### config.mk
export PLATFORM = sky130hd
export DESIGN_NAME = router_pkt_reader
export DESIGN_NICKNAME = d
export VERILOG_FILES = /design/src/rtl/router_pkt_reader.sv
export SDC_FILE = /design/constraint.sdc
export NUM_CORES = 1
export LEC_CHECK = 0
export ABC_AREA = 1
export CAP_MARGIN = 15
export CORE_MARGIN = 3
export CORE_UTILIZATION = 40
export DETAILED_ROUTE_END_ITERATION = 10
export SLEW_MARGIN = 10
export SYNTH_ARGS = -nofsm -noshare
export SYNTH_HDL_FRONTEND = slang
export SYNTH_SLANG_ARGS = --single-unit
### constraint.sdc
create_clock -name clock -period 4.6 [get_ports clock]
set_input_delay 0.92 -clock clock [delete_from_list [all_inputs] [get_ports clock]]
set_output_delay 0.92 -clock clock [all_outputs]
set_load 0.01 [all_outputs]
### src/rtl/router_pkt_reader.sv
// Drains one router FIFO packet by packet, forwarding header/payload/parity bytes and checking XOR parity.
// Latency: a byte read in cycle N appears on out_data/out_valid in cycle N+2; pkt_done follows out_eop by one cycle.
// Backpressure: reads issue only while sink_ready=1 and the FIFO is non-empty; a starved packet aborts after TIMEOUT idle cycles.
module router_pkt_reader #(
    parameter int TIMEOUT = 32
) (
    input  logic       clock,
    input  logic       reset,
    input  logic       fifo_empty,
    input  logic [7:0] fifo_data,
    output logic       read_enb,
    input  logic       sink_ready,
    output logic [7:0] out_data,
    output logic       out_valid,
    output logic       out_sop,
    output logic       out_eop,
    output logic [1:0] out_addr,
    output logic       pkt_done,
    output logic       parity_err,
    output logic       pkt_abort
);

    typedef enum logic [1:0] {
        IDLE = 2'd0,
        HDR  = 2'd1,
        BODY = 2'd2,
        DONE = 2'd3
    } state_t;

    // Last idle-count value before a starved packet is dropped.
    localparam logic [7:0] IDLE_LAST = 8'(TIMEOUT - 1);

    state_t     state;
    state_t     next_state;

    logic       rd_pend;      // a read was issued last cycle; fifo_data is valid now
    logic [6:0] rd_left;      // reads still to issue for this packet (payload + parity)
    logic [6:0] rcv_left;     // bytes still to receive for this packet (payload + parity)
    logic [7:0] par_acc;      // running XOR over header and payload
    logic       err;          // parity mismatch seen on the parity byte
    logic [7:0] idle_cnt;     // consecutive cycles in BODY with no read and no arrival

    logic       can_read;
    logic       idle_cyc;
    logic       timeout_hit;
    logic       last_byte;
    logic [6:0] hdr_cnt;

    // State register.
    always_ff @(posedge clock) begin
        if (reset) begin
            state <= IDLE;
        end else begin
            state <= next_state;
        end
    end

    // Next-state, read strobe and per-cycle control decisions.
    always_comb begin
        next_state  = state;
        read_enb    = 1'b0;
        can_read    = !fifo_empty && sink_ready;
        idle_cyc    = 1'b0;
        timeout_hit = 1'b0;
        last_byte   = 1'b0;
        hdr_cnt     = {1'b0, fifo_data[7:2]} + 7'd1;
        case (state)
            IDLE: begin
                read_enb = can_read;
                if (can_read) begin
                    next_state = HDR;
                end
            end
            HDR: begin
                // Keep reading while the header is parsed so there is no bubble.
                read_enb   = can_read;
                next_state = BODY;
            end
            BODY: begin
                read_enb    = can_read && (rd_left != 7'd0);
                idle_cyc    = !read_enb && !rd_pend;
                last_byte   = rd_pend && (rcv_left == 7'd1);
                timeout_hit = idle_cyc && (idle_cnt == IDLE_LAST);
                if (last_byte) begin
                    next_state = DONE;
                end else if (timeout_hit) begin
                    next_state = IDLE;
                end
            end
            DONE: begin
                next_state = IDLE;
            end
            default: begin
                next_state = IDLE;
            end
        endcase
    end

    // Datapath: byte forwarding, counters, parity accumulation and status pulses.
    always_ff @(posedge clock) begin
        if (reset) begin
            rd_pend    <= 1'b0;
            rd_left    <= 7'd0;
            rcv_left   <= 7'd0;
            par_acc    <= 8'd0;
            err        <= 1'b0;
            idle_cnt   <= 8'd0;
            out_data   <= 8'd0;
            out_valid  <= 1'b0;
            out_sop    <= 1'b0;
            out_eop    <= 1'b0;
            out_addr   <= 2'd0;
            pkt_done   <= 1'b0;
            parity_err <= 1'b0;
            pkt_abort  <= 1'b0;
        end else begin
            rd_pend    <= read_enb;
            out_valid  <= 1'b0;
            out_sop    <= 1'b0;
            out_eop    <= 1'b0;
            pkt_done   <= 1'b0;
            parity_err <= 1'b0;
            pkt_abort  <= 1'b0;
            case (state)
                IDLE: begin
                    idle_cnt <= 8'd0;
                end
                HDR: begin
                    out_data  <= fifo_data;
                    out_valid <= 1'b1;
                    out_sop   <= 1'b1;
                    out_addr  <= fifo_data[1:0];
                    par_acc   <= fifo_data;
                    err       <= 1'b0;
                    rcv_left  <= hdr_cnt;
                    rd_left   <= hdr_cnt - {6'd0, read_enb};
                    idle_cnt  <= 8'd0;
                end
                BODY: begin
                    rd_left <= rd_left - {6'd0, read_enb};
                    if (rd_pend) begin
                        out_data  <= fifo_data;
                        out_valid <= 1'b1;
                        rcv_left  <= rcv_left - 7'd1;
                        if (rcv_left == 7'd1) begin
                            out_eop <= 1'b1;
                            err     <= (fifo_data != par_acc);
                        end else begin
                            par_acc <= par_acc ^ fifo_data;
                        end
                    end
                    if (idle_cyc) begin
                        idle_cnt <= idle_cnt + 8'd1;
                    end else begin
                        idle_cnt <= 8'd0;
                    end
                    if (timeout_hit) begin
                        pkt_abort <= 1'b1;
                    end
                end
                DONE: begin
                    pkt_done   <= 1'b1;
                    parity_err <= err;
                    idle_cnt   <= 8'd0;
                end
                default: begin
                    idle_cnt <= 8'd0;
                end
            endcase
        end
    end

endmodule
# Yosys cells after proc, flatten, opt, wreduce, memory -nomap -nowiden

Cells that the tools add are included.
Widths: inputs -> output; s select.

Bits in registers: 50
Logic and storage cells: 81

Reduce and logical (&&, ||, !) cells: 20
$add $sub $neg: 5
Multiplexer cells: 26
Bitwise gates (word level): 4
Equal/unequal tests: 11

Operators with widths:

| cell                | count |
|---|---|
| $pmux 8 s2          | 3 |
| $mux 8              | 4 |
| $pmux 7 s2          | 2 |
| $sub 7x1->7         | 2 |
| $mux 1              | 9 |
| $add 8x1->8 const B | 1 |
| $eq 8x5->1 const B  | 1 |
| $ne 2x2->1 const B  | 4 |
| $ne 8x8->1          | 1 |
| $pmux 2 s4          | 1 |
| $xor 8x8->8         | 1 |
| $add 6x1->7 const B | 1 |
| $eq 7x1->1 const B  | 1 |
| $mux 7              | 1 |
| $reduce_bool 7->1   | 1 |
| $sub 7x1->7 const B | 1 |
| $mux 2              | 3 |
| $pmux 1 s2          | 3 |
| $reduce_and 3->1    | 2 |
| $reduce_or 2->1     | 3 |
| $reduce_or 3->1     | 2 |
| $logic_and 1x1->1   | 5 |
| $eq 2x2->1 const B  | 2 |
| $reduce_and 2->1    | 2 |
| 6 further kinds     | 10 |

# Logic depth before layout (Yosys ltp)

Gate-level depths: netlist of run 1.

Depth after elaboration: 9
Mapped depth: 17
Mapped depth without buffers: 15

# Worst setup path before layout of run 1

Ideal clock, no wire load.

Path type: in2reg
From: in sink_ready
To: reg rd_left[6]
Data required time: 4.491 ns
Path buffers: 0
Stages on the path: 13
Arrival: 2.128 ns
Library setup time: 0.109 ns
Setup slack: 2.363 ns
Cells stage by stage: inv_1 nor2_1 and3_1 ha_1 inv_1 nor2_4 nand3_2 nor2_4 nand3_2 nand2_1 nand3_1 nand2_1 inv_1

Longest elaborated chain between the ends: 5
Elaborated cells between the ends (all ways): 6
Those cells by class: add/sub (2); mux (2); reduce/logical (2)

Ends and longest elaborated chain:

| what                                  | line     | text |
|---|---|---|
| start: declaration                    | 12       | `input logic sink_ready,` |
| $logic_and 1x1->1 *                   | 62       | `can_read = !fifo_empty && sink_ready;` |
| $logic_and 1x1->1                     | 80       | `read_enb = can_read && (rd_left != 7'd0);` |
| $pmux 1 s2 *                          | 67       | `case (state)` |
| via read_enb                          | 11       | `output logic read_enb,` |
| $sub 7x1->7, on equally long branches | 140, 136 |  |
| $pmux 7 s2 *                          | 124      | `case (state)` |
| end signal: assignment                | 136      | `rd_left <= hdr_cnt - {6'd0, read_enb};` |
| end signal: assignment                | 140      | `rd_left <= rd_left - {6'd0, read_enb};` |
| end: declaration                      | 37       | `logic [6:0] rd_left;` |

Mark *: on every way through the listed nets, which the timed path passes. The rest lies on a longest branch.
A chain may end at the register's enable or synchronous reset.

# Final worst setup path of run 1

From: in sink_ready
To: out read_enb

Longest elaborated chain between the ends: 3

Ends and longest elaborated chain:

| what                | line |
|---|---|
| $logic_and 1x1->1 * | 62 |
| $logic_and 1x1->1   | 80 |
| $pmux 1 s2 *        | 67 |
| end: declaration    | 11 |

Mark *: on every way between the ends. The rest lies on a longest branch, timed or not.

==> metrics.csv, run 1 <==
stage,metric,value,unit
outcome,status,finished clean,
floorplan,IO Pins,29,
timing,fmax,302.7,MHz
place,GP Congestion,0.8243,
timing,Final Max Slew Viols,0,
job,max_cap viols,0,
clock_network,Sink Count,50,
drt,DR pass1 iterations,4,
synthesis,register area share after synthesis,0.3870,
synthesis,Post-synth EDFFs,0,
clock_network,Post-CTS Setup Bufs,0,
grt,first-pass GRT wire length,9.873,mm
synthesis,mapped cell area,2586,sq um
grt,largest net degree at the start of global routing,32,
place,IO buf count,28,
worst_setup_path,crit path launch type,input port,
drt,vias per inst,4.954,
worst_setup_path,maximum fanout along the worst path,4,
clock_network,"CTS clk-pin slew, worst paths",0.09,ns
worst_setup_path,Critical R2R Launch,state[0],
clock_network,CTS Buf Count,5,
clock_network,clock tree buffer depth,2,
drt,DRC viols,0,
synthesis,"Async S/R FF share, synth",0,
finish,"commonest non-fill, non-tap cell in the layout",nand2_1,
worst_hold_path,Hold Path Origin,idle_cnt[0],
timing,min Tclk post-route,3.304,ns
floorplan,row cnt,28,
grt,initial antenna violation count,0,
worst_setup_path,worst setup path start,sink_ready,
synthesis,ys flop type,dfxtp_1,
place,placed wire-length estimate,4.045,mm
finish,"commonest non-fill, non-tap cells in the layout","nand2_1, dfxtp_1, nor2_1",
synthesis,Yosys Warn Count,0,
floorplan,die area,7467,sq um
worst_setup_path,Setup crit end kind,primary output,
finish,share of cells above drive strength 1,0.06266,
timing,count of final hold-check violations,0,
timing,Worst slew margin,0.4087,
worst_hold_path,Hold Path Class,register to register,
drt,Antenna Violating Nets Remaining,0,
synthesis,synthesized flop and latch total,50,
drt,Vias,2269,
timing,period utilisation layout,0.7183,
drt,post-DR wirelength/cell,12.40,um
finish,post-layout util,0.4938,
timing,final setup fails,0,
timing,RSZ-0062 raised after global routing,false,
timing,total negative slack,0,ns
floorplan,die span in x,86.41,um
clock_network,CTS tree,done,
clock_network,"Hold-fix buffers, CTS",0,
timing,measured slew at the worst slew-check pin,0.8859,ns
drt,initial DRC count,82,
power_and_ir_drop,LEAKAGE,1.268,nW
floorplan,Initial Util,0.4243,
worst_setup_path,Crit Path Class,input port to primary output,
clock_network,Post-CTS Resized,0,
finish,Antenna diodes,0,
grt,gr ovfl total,0,
synthesis,distinct cell type count after synthesis,32,
floorplan,Vert. Die Dim,86.41,um
finish,area growth from synthesis to layout,16.40,%
power_and_ir_drop,Peak supply drop,0.0002862,V
power_and_ir_drop,Power Density,572.2,nW/um^2
synthesis,Post-Synthesis Cells,359,
grt,total track usage,0.1630,
worst_setup_path,Worst Path Required,3.68,ns
finish,nets,404,
timing,skew final,0.01110,ns
synthesis,Syn Nets,381,
grt,vias in the first global route,2202,
floorplan,core outline area,6096,sq um
synthesis,Mean Syn Cell Area,7.204,sq um
worst_setup_path,worst reg2reg setup slack,2.19,ns
clock_network,H-Tree Depth,2,
worst_setup_path,Worst EP arrival,2.38,ns
finish,Layout fillers,605,
clock_network,root buffer cell,clkbuf_8,
clock_network,worst skew pair latency,0.31,ns
drt,drt total wl,5.679,mm
-- state kept, by name, summed over array words and instances (netlist names), 2 cells and up --
name      count
rd_left       7
state         2
out_data      8
idle_cnt      8
rcv_left      7
out_addr      2
par_acc       8
-- cell families after synthesis --
kind of cell / synth area share
buf+inv: 0.09821
compound gates: 0.1587
flops: 0.3870
simple gates: 0.2569
fa+ha+maj: 0.04838
xor+xnor: 0.05080
-- critical path, cell delays in order --
cell,delay (ns)
clkdlybuf4s50_1,0.45
inv_1,0.04
nor2_1,0.11
and3_1,0.28
clkdlybuf4s50_1,0.58
-- final timing paths --
check                 to  depth (start not counted)
min reg2reg  idle_cnt[0]                          1
min          idle_cnt[0]                          1
max             read_enb                          5
max reg2reg   rd_left[6]                         16
-- metal layers --
metal | track usage | wire, um | up-vias | part of all wire
met5 | 0 | 0 | - | 0
met3 | 0.02947 | 200 | 10 | 0.035
li1 | - | - | 1217 | -
met1 | 0.2217 | 2865 | 1000 | 0.50
met4 | 0.05524 | 94 | 0 | 0.017
met2 | 0.2601 | 2518 | 42 | 0.44
-- cell usage after synthesis (2+ instances only) --
cell	count	share of area
buf_2	6	0.012
ha_1	10	0.048
inv_1	43	0.062
dfxtp_1	50	0.39
nor2_4	2	0.0087
buf_4	2	0.0058
nand3_1	21	0.041
nor3_1	5	0.0097
nand2_4	2	0.0087
nand4_1	7	0.017
xnor2_1	5	0.017
a31oi_1	8	0.019
o211ai_1	4	0.012
o21ai_1	5	0.0097
clkbuf_1	5	0.0073
nor2_1	47	0.068
and3_1	2	0.0048
a21oi_1	21	0.041
nor2_2	2	0.0048
nand3_2	2	0.0077
nand2_1	56	0.081
inv_2	3	0.0044
o21ai_0	33	0.064
xor2_1	10	0.034
-- where the power goes --
group | switching [mW] | total (mW) | internal (mW)
combinational | 0.462 | 0.757 | 0.295
sequential | 0.0806 | 0.655 | 0.574
clock | 0.148 | 0.311 | 0.162
total | 0.690 | 1.72 | 1.03
-- per-stage QoR --
step / total power, mW / worst slack (ns) / std cells / hold slack, ns / instance area [sq um]
2_1_floorplan: 1.190 / 2.363 / 359 / 0.4179 / 2586
3_3_place_gp: 1.413 / 1.286 / 450 / 0.4438 / 2900
3_5_place_dp: 1.419 / 1.307 / 450 / 0.4459 / 2900
4_1_cts: 1.740 / 1.295 / 458 / 0.4618 / 3010
5_1_grt: 1.882 / 1.239 / 458 / 0.4990 / 3010
6_report: 1.723 / 1.296 / 458 / 0.4601 / 3010
-- area by class of cell --
cell class	count	area (sq um)	share of cell area
Multi-Input combinational cell	248	1331	0.4422
Tap cell	75	93.84	0.03117
Clock inverter	2	37.54	0.01247
Inverter	47	178.9	0.05943
Timing Repair Buffer	30	295.3	0.09809
Sequential cell	50	1001	0.3325
Clock buffer	6	72.57	0.02411
Note: power is estimated with default switching activity, not from simulation.
==> inputs of run 2 (changes only) <==
==> constraint.sdc (replaced) <==
create_clock -name clock -period 3.29 [get_ports clock]
set_input_delay 0.658 -clock clock [delete_from_list [all_inputs] [get_ports clock]]
set_output_delay 0.658 -clock clock [all_outputs]
set_load 0.01 [all_outputs]
==> metrics.csv, run 2 (synthesis gave the netlist of run 1 again) <==
stage,metric,value,unit
grt,gr ovfl total,0,
worst_setup_path,Setup crit end kind,primary output,
clock_network,"Hold-fix buffers, CTS",0,
timing,min Tclk post-route,2.790,ns
grt,largest net degree at the start of global routing,25,
clock_network,CTS Buf Count,5,
power_and_ir_drop,total power,2.411,mW
floorplan,IO Pins,29,
drt,post-DR wirelength/cell,12.68,um
worst_setup_path,Critical Path Max Stage Delay,0.58,ns
grt,first-pass GRT wire length,10.39,mm
drt,initial DRC count,153,
timing,final setup fails,0,
worst_setup_path,most frequent cell on the critical path,clkdlybuf4s50_1,
worst_setup_path,cells along the critical path,clkdlybuf4s50_1 -> inv_1 -> nor2_1 -> and3_1 -> clkdlybuf4s50_1,
timing,RSZ-0062 raised after global routing,false,
timing,total negative slack,0,ns
place,GP Congestion,0.7727,
place,Placed Instances,452,
finish,fin cells,460,
clock_network,Sink Count,50,
clock_network,worst skew pair latency,0.31,ns
timing,period utilisation layout,0.8479,
power_and_ir_drop,Peak supply drop,0.0003482,V
worst_hold_path,Hold Path Origin,idle_cnt[0],
drt,drt total wl,5.835,mm
timing,fmax,358.5,MHz
drt,Antenna Violating Nets Remaining,0,
floorplan,die area,7467,sq um
floorplan,core outline area,6096,sq um
timing,measured slew at the worst slew-check pin,0.4491,ns
finish,post-layout util,0.4957,
drt,Vias,2302,
drt,DRC viols,0,
finish,area growth from synthesis to layout,16.84,%
place,IO buf count,28,
job,max_cap viols,0,
clock_network,Post-CTS Resized,0,
clock_network,Post-CTS Setup Bufs,0,
place,placed wire-length estimate,4.252,mm
floorplan,row cnt,28,
timing,skew final,0.006307,ns
clock_network,"CTS clk-pin slew, worst paths",0.08,ns
power_and_ir_drop,LEAKAGE,1.278,nW
outcome,status,finished clean,
finish,Layout fillers,637,
drt,DR pass1 iterations,5,
worst_setup_path,maximum fanout along the worst path,4,
clock_network,H-Tree Depth,2,
worst_setup_path,Crit Path Class,input port to primary output,
grt,total track usage,0.1719,
clock_network,CTS tree,done,
floorplan,die span in x,86.41,um
finish,Antenna diodes,0,
power_and_ir_drop,Power Density,797.8,nW/um^2
timing,Worst slew margin,0.6996,
clock_network,clock tree buffer depth,2,
grt,initial antenna violation count,0,
finish,share of cells above drive strength 1,0.06494,
floorplan,Initial Util,0.4243,
finish,nets,406,
finish,"commonest non-fill, non-tap cell in the layout",nand2_1,
worst_hold_path,Hold Path Class,register to register,
worst_setup_path,crit path launch type,input port,
clock_network,root buffer cell,clkbuf_8,
finish,Top Registers,"idle_cnt (8), out_data (8), par_acc (8)",
timing,Final Max Slew Viols,0,
worst_setup_path,Worst Path Required,2.63,ns
floorplan,Vert. Die Dim,86.41,um
timing,count of final hold-check violations,0,
finish,"commonest non-fill, non-tap cells in the layout","nand2_1, dfxtp_1, nor2_1",
timing,Worst Hold Margin,0.4524,ns
worst_setup_path,Worst EP arrival,2.13,ns
drt,vias per inst,5.004,
worst_setup_path,slowest CP cell,clkdlybuf4s50_1,
worst_setup_path,Critical R2R Launch,state[0],
worst_setup_path,worst setup path start,sink_ready,
grt,vias in the first global route,2299,
[run 2: changes by cell type in the layout (fill, tap and decap cells not counted)]
cell        change
clkbuf_1        +1
clkinvlp_4      -1
buf_4           +2
[run 2: path summary, 6_finish.rpt]
path | to | slack (ns) | depth (start not counted)
worst max-delay path | read_enb | 0.50 | 5
worst min-delay path | idle_cnt[0] | 0.45 | 1
worst max register to register | rd_left[6] | 0.98 | 15
worst min register to register | idle_cnt[0] | 0.45 | 1
[run 2: stage by stage]
step                      setup WS, ns  instance area [sq um]
final                           0.5003                   3022
after global routing            0.4029                   3022
after CTS                       0.4909                   3022
after global placement          0.4996                   2915
after detailed placement        0.4991                   2915
after floorplan                  1.118                   2586
[run 2: area by class of cell]
cell class	instances	area, sq um	share of cell area
Multi-Input combinational cell	248	1331	0.4406
Tap cell	75	93.84	0.03106
Timing Repair Buffer	32	310.3	0.1027
Inverter	47	178.9	0.05921
Clock inverter	1	30.03	0.009938
Clock buffer	7	76.32	0.02526
Sequential cell	50	1001	0.3313
[run 2: critical path: cells and delay by family]
family        cells  cell delay, ns
buf+inv           3            1.07
simple gates      2            0.40
[run 2: power by group]
group / switching, mW / leakage (nW) / internal (mW) / total (mW)
sequential: 0.115 / 0.410 / 0.803 / 0.918
clock: 0.203 / 0.0524 / 0.228 / 0.431
combinational: 0.647 / 0.816 / 0.414 / 1.06
total: 0.965 / 1.28 / 1.45 / 2.41
[run 2: routing by layer]
metal	routed length (um)	global-route usage	share of wire	up-vias
met5	0	0	0	-
met4	82	0.05524	0.014	0
met3	175	0.02852	0.030	7
met2	2666	0.2747	0.46	32
met1	2911	0.2365	0.50	1049
li1	-	-	-	1214
==> inputs of run 3 (changes only) <==
==> constraint.sdc (replaced) <==
create_clock -name clock -period 2.9 [get_ports clock]
set_input_delay 0.58 -clock clock [delete_from_list [all_inputs] [get_ports clock]]
set_output_delay 0.58 -clock clock [all_outputs]
set_load 0.01 [all_outputs]
==> metrics.csv, run 3 (synthesis gave the netlist of run 1 again) <==
stage,metric,value,unit
outcome,status,finished clean,
worst_setup_path,Crit Path Class,register to primary output,
finish,share of cells above drive strength 1,0.07235,
clock_network,Sink Count,50,
timing,skew final,0.008217,ns
finish,nets,408,
worst_setup_path,Worst Path Required,2.32,ns
worst_setup_path,reg-to-reg endpoint,rd_left[6],
finish,Layout fillers,630,
clock_network,Post-CTS Resized,0,
place,IO buf count,28,
floorplan,row cnt,28,
finish,"commonest non-fill, non-tap cell in the layout",nand2_1,
timing,Worst slew margin,0.7334,
clock_network,clock tree buffer depth,2,
drt,vias per inst,5.022,
floorplan,Initial Util,0.4243,
floorplan,IO Pins,29,
power_and_ir_drop,Power Density,880.1,nW/um^2
clock_network,CTS tree,done,
clock_network,CTS Buf Count,5,
power_and_ir_drop,Peak supply drop,0.0004637,V
timing,Final Max Slew Viols,0,
timing,total negative slack,0,ns
clock_network,root buffer cell,clkbuf_8,
timing,count of final hold-check violations,0,
timing,period utilisation layout,0.9036,
worst_setup_path,Reg2Reg Depth,14,
drt,Antenna Violating Nets Remaining,0,
finish,"commonest non-fill, non-tap cells in the layout","nand2_1, dfxtp_1, nor2_1",
drt,post-DR wirelength/cell,12.50,um
power_and_ir_drop,total power,2.655,mW
worst_setup_path,crit path launch type,register,
drt,drt total wl,5.775,mm
clock_network,"CTS clk-pin slew, worst paths",0.09,ns
clock_network,worst skew pair latency,0.30,ns
grt,total track usage,0.1645,
worst_setup_path,Worst EP arrival,2.04,ns
finish,area growth from synthesis to layout,16.64,%
finish,Top Registers,"idle_cnt (8), out_data (8), par_acc (8)",
job,max_cap viols,0,
place,GP Congestion,0.7931,
grt,largest net degree at the start of global routing,25,
finish,Antenna diodes,0,
grt,first-pass GRT wire length,10.04,mm
grt,vias in the first global route,2171,
timing,measured slew at the worst slew-check pin,0.3998,ns
power_and_ir_drop,LEAKAGE,1.281,nW
floorplan,Vert. Die Dim,86.41,um
drt,initial DRC count,93,
worst_setup_path,CP Capture Point,read_enb,
worst_setup_path,worst reg2reg setup slack,0.59,ns
grt,initial antenna violation count,0,
floorplan,die area,7467,sq um
clock_network,H-Tree Depth,2,
clock_network,"Hold-fix buffers, CTS",0,
drt,Vias,2320,
timing,RSZ-0062 raised after global routing,false,
clock_network,Post-CTS Setup Bufs,0,
grt,gr ovfl total,0,
floorplan,core outline area,6096,sq um
worst_setup_path,Setup crit end kind,primary output,
worst_setup_path,Critical R2R Launch,state[1],
floorplan,die span in x,86.41,um
worst_setup_path,worst setup path start,state[1],
timing,min Tclk post-route,2.620,ns
place,placed wire-length estimate,4.271,mm
worst_hold_path,Hold Path Class,register to register,
drt,DRC viols,0,
worst_setup_path,maximum fanout along the worst path,6,
timing,final setup fails,0,
timing,fmax,381.6,MHz
drt,DR pass1 iterations,4,
-- run 3: cell count changes in the layout (fill, tap and decap cells not counted) --
| cell | delta |
|---|---|
| bufinv_16 | -1 |
| clkinv_2 | +1 |
| buf_4 | +2 |
| clkinv_4 | +1 |
| clkbuf_1 | -1 |
-- run 3: area by class of cell --
class	instances	area (sq um)	share of cell area
Clock buffer	6	72.57	0.02406
Timing Repair Buffer	34	325.3	0.1078
Multi-Input combinational cell	248	1331	0.4413
Inverter	47	178.9	0.05931
Tap cell	75	93.84	0.03111
Clock inverter	2	13.76	0.004562
Sequential cell	50	1001	0.3318
-- run 3: metrics by stage --
stage / std cells / utilization / setup WS, ns / instance area (sq um) / hold WS (ns)
final: 462 / 0.4949 / 0.2795 / 3017 / 0.4603
after detailed placement: 454 / 0.4807 / 0.2665 / 2930 / 0.4373
after global routing: 462 / 0.4949 / 0.1312 / 3017 / 0.4668
after floorplan: 359 / - / 0.7284 / 2586 / 0.4179
after global placement: 454 / 0.4807 / 0.2696 / 2930 / 0.4305
after CTS: 462 / 0.4949 / 0.2579 / 3017 / 0.4586
-- run 3: per-layer routing --
layer  part of all wire  routed length, um  track usage
met3              0.038                220      0.03042
met4              0.013                 74      0.04958
met1               0.50               2903       0.2280
met2               0.45               2575       0.2601
met5                  0                  0            0
-- run 3: worst min-delay path by stage --
stage	startpoint	end	slack, ns	depth (start not counted)
after global routing	idle_cnt[0]	idle_cnt[0]	0.47	1
final	idle_cnt[0]	idle_cnt[0]	0.46	1
after global placement	idle_cnt[0]	idle_cnt[0]	0.43	1
after CTS	idle_cnt[0]	idle_cnt[0]	0.46	1
after detailed placement	idle_cnt[0]	idle_cnt[0]	0.44	1
after floorplan	idle_cnt[0]	idle_cnt[0]	0.42	1
-- run 3: report_power, final --
group          leakage (nW)  switching [mW]  internal, mW
Clock                0.0452           0.233         0.171
Sequential            0.410           0.128         0.911
Combinational         0.826           0.740         0.472
-- run 3: critical path, cell delays in order, from the launching register on --
cell and delay (ns):
dfxtp_1 0.43, inv_1 0.09, ha_1 0.25, nor2_1 0.20, nand2_1 0.07, and3_1 0.20
clkdlybuf4s50_1 0.50
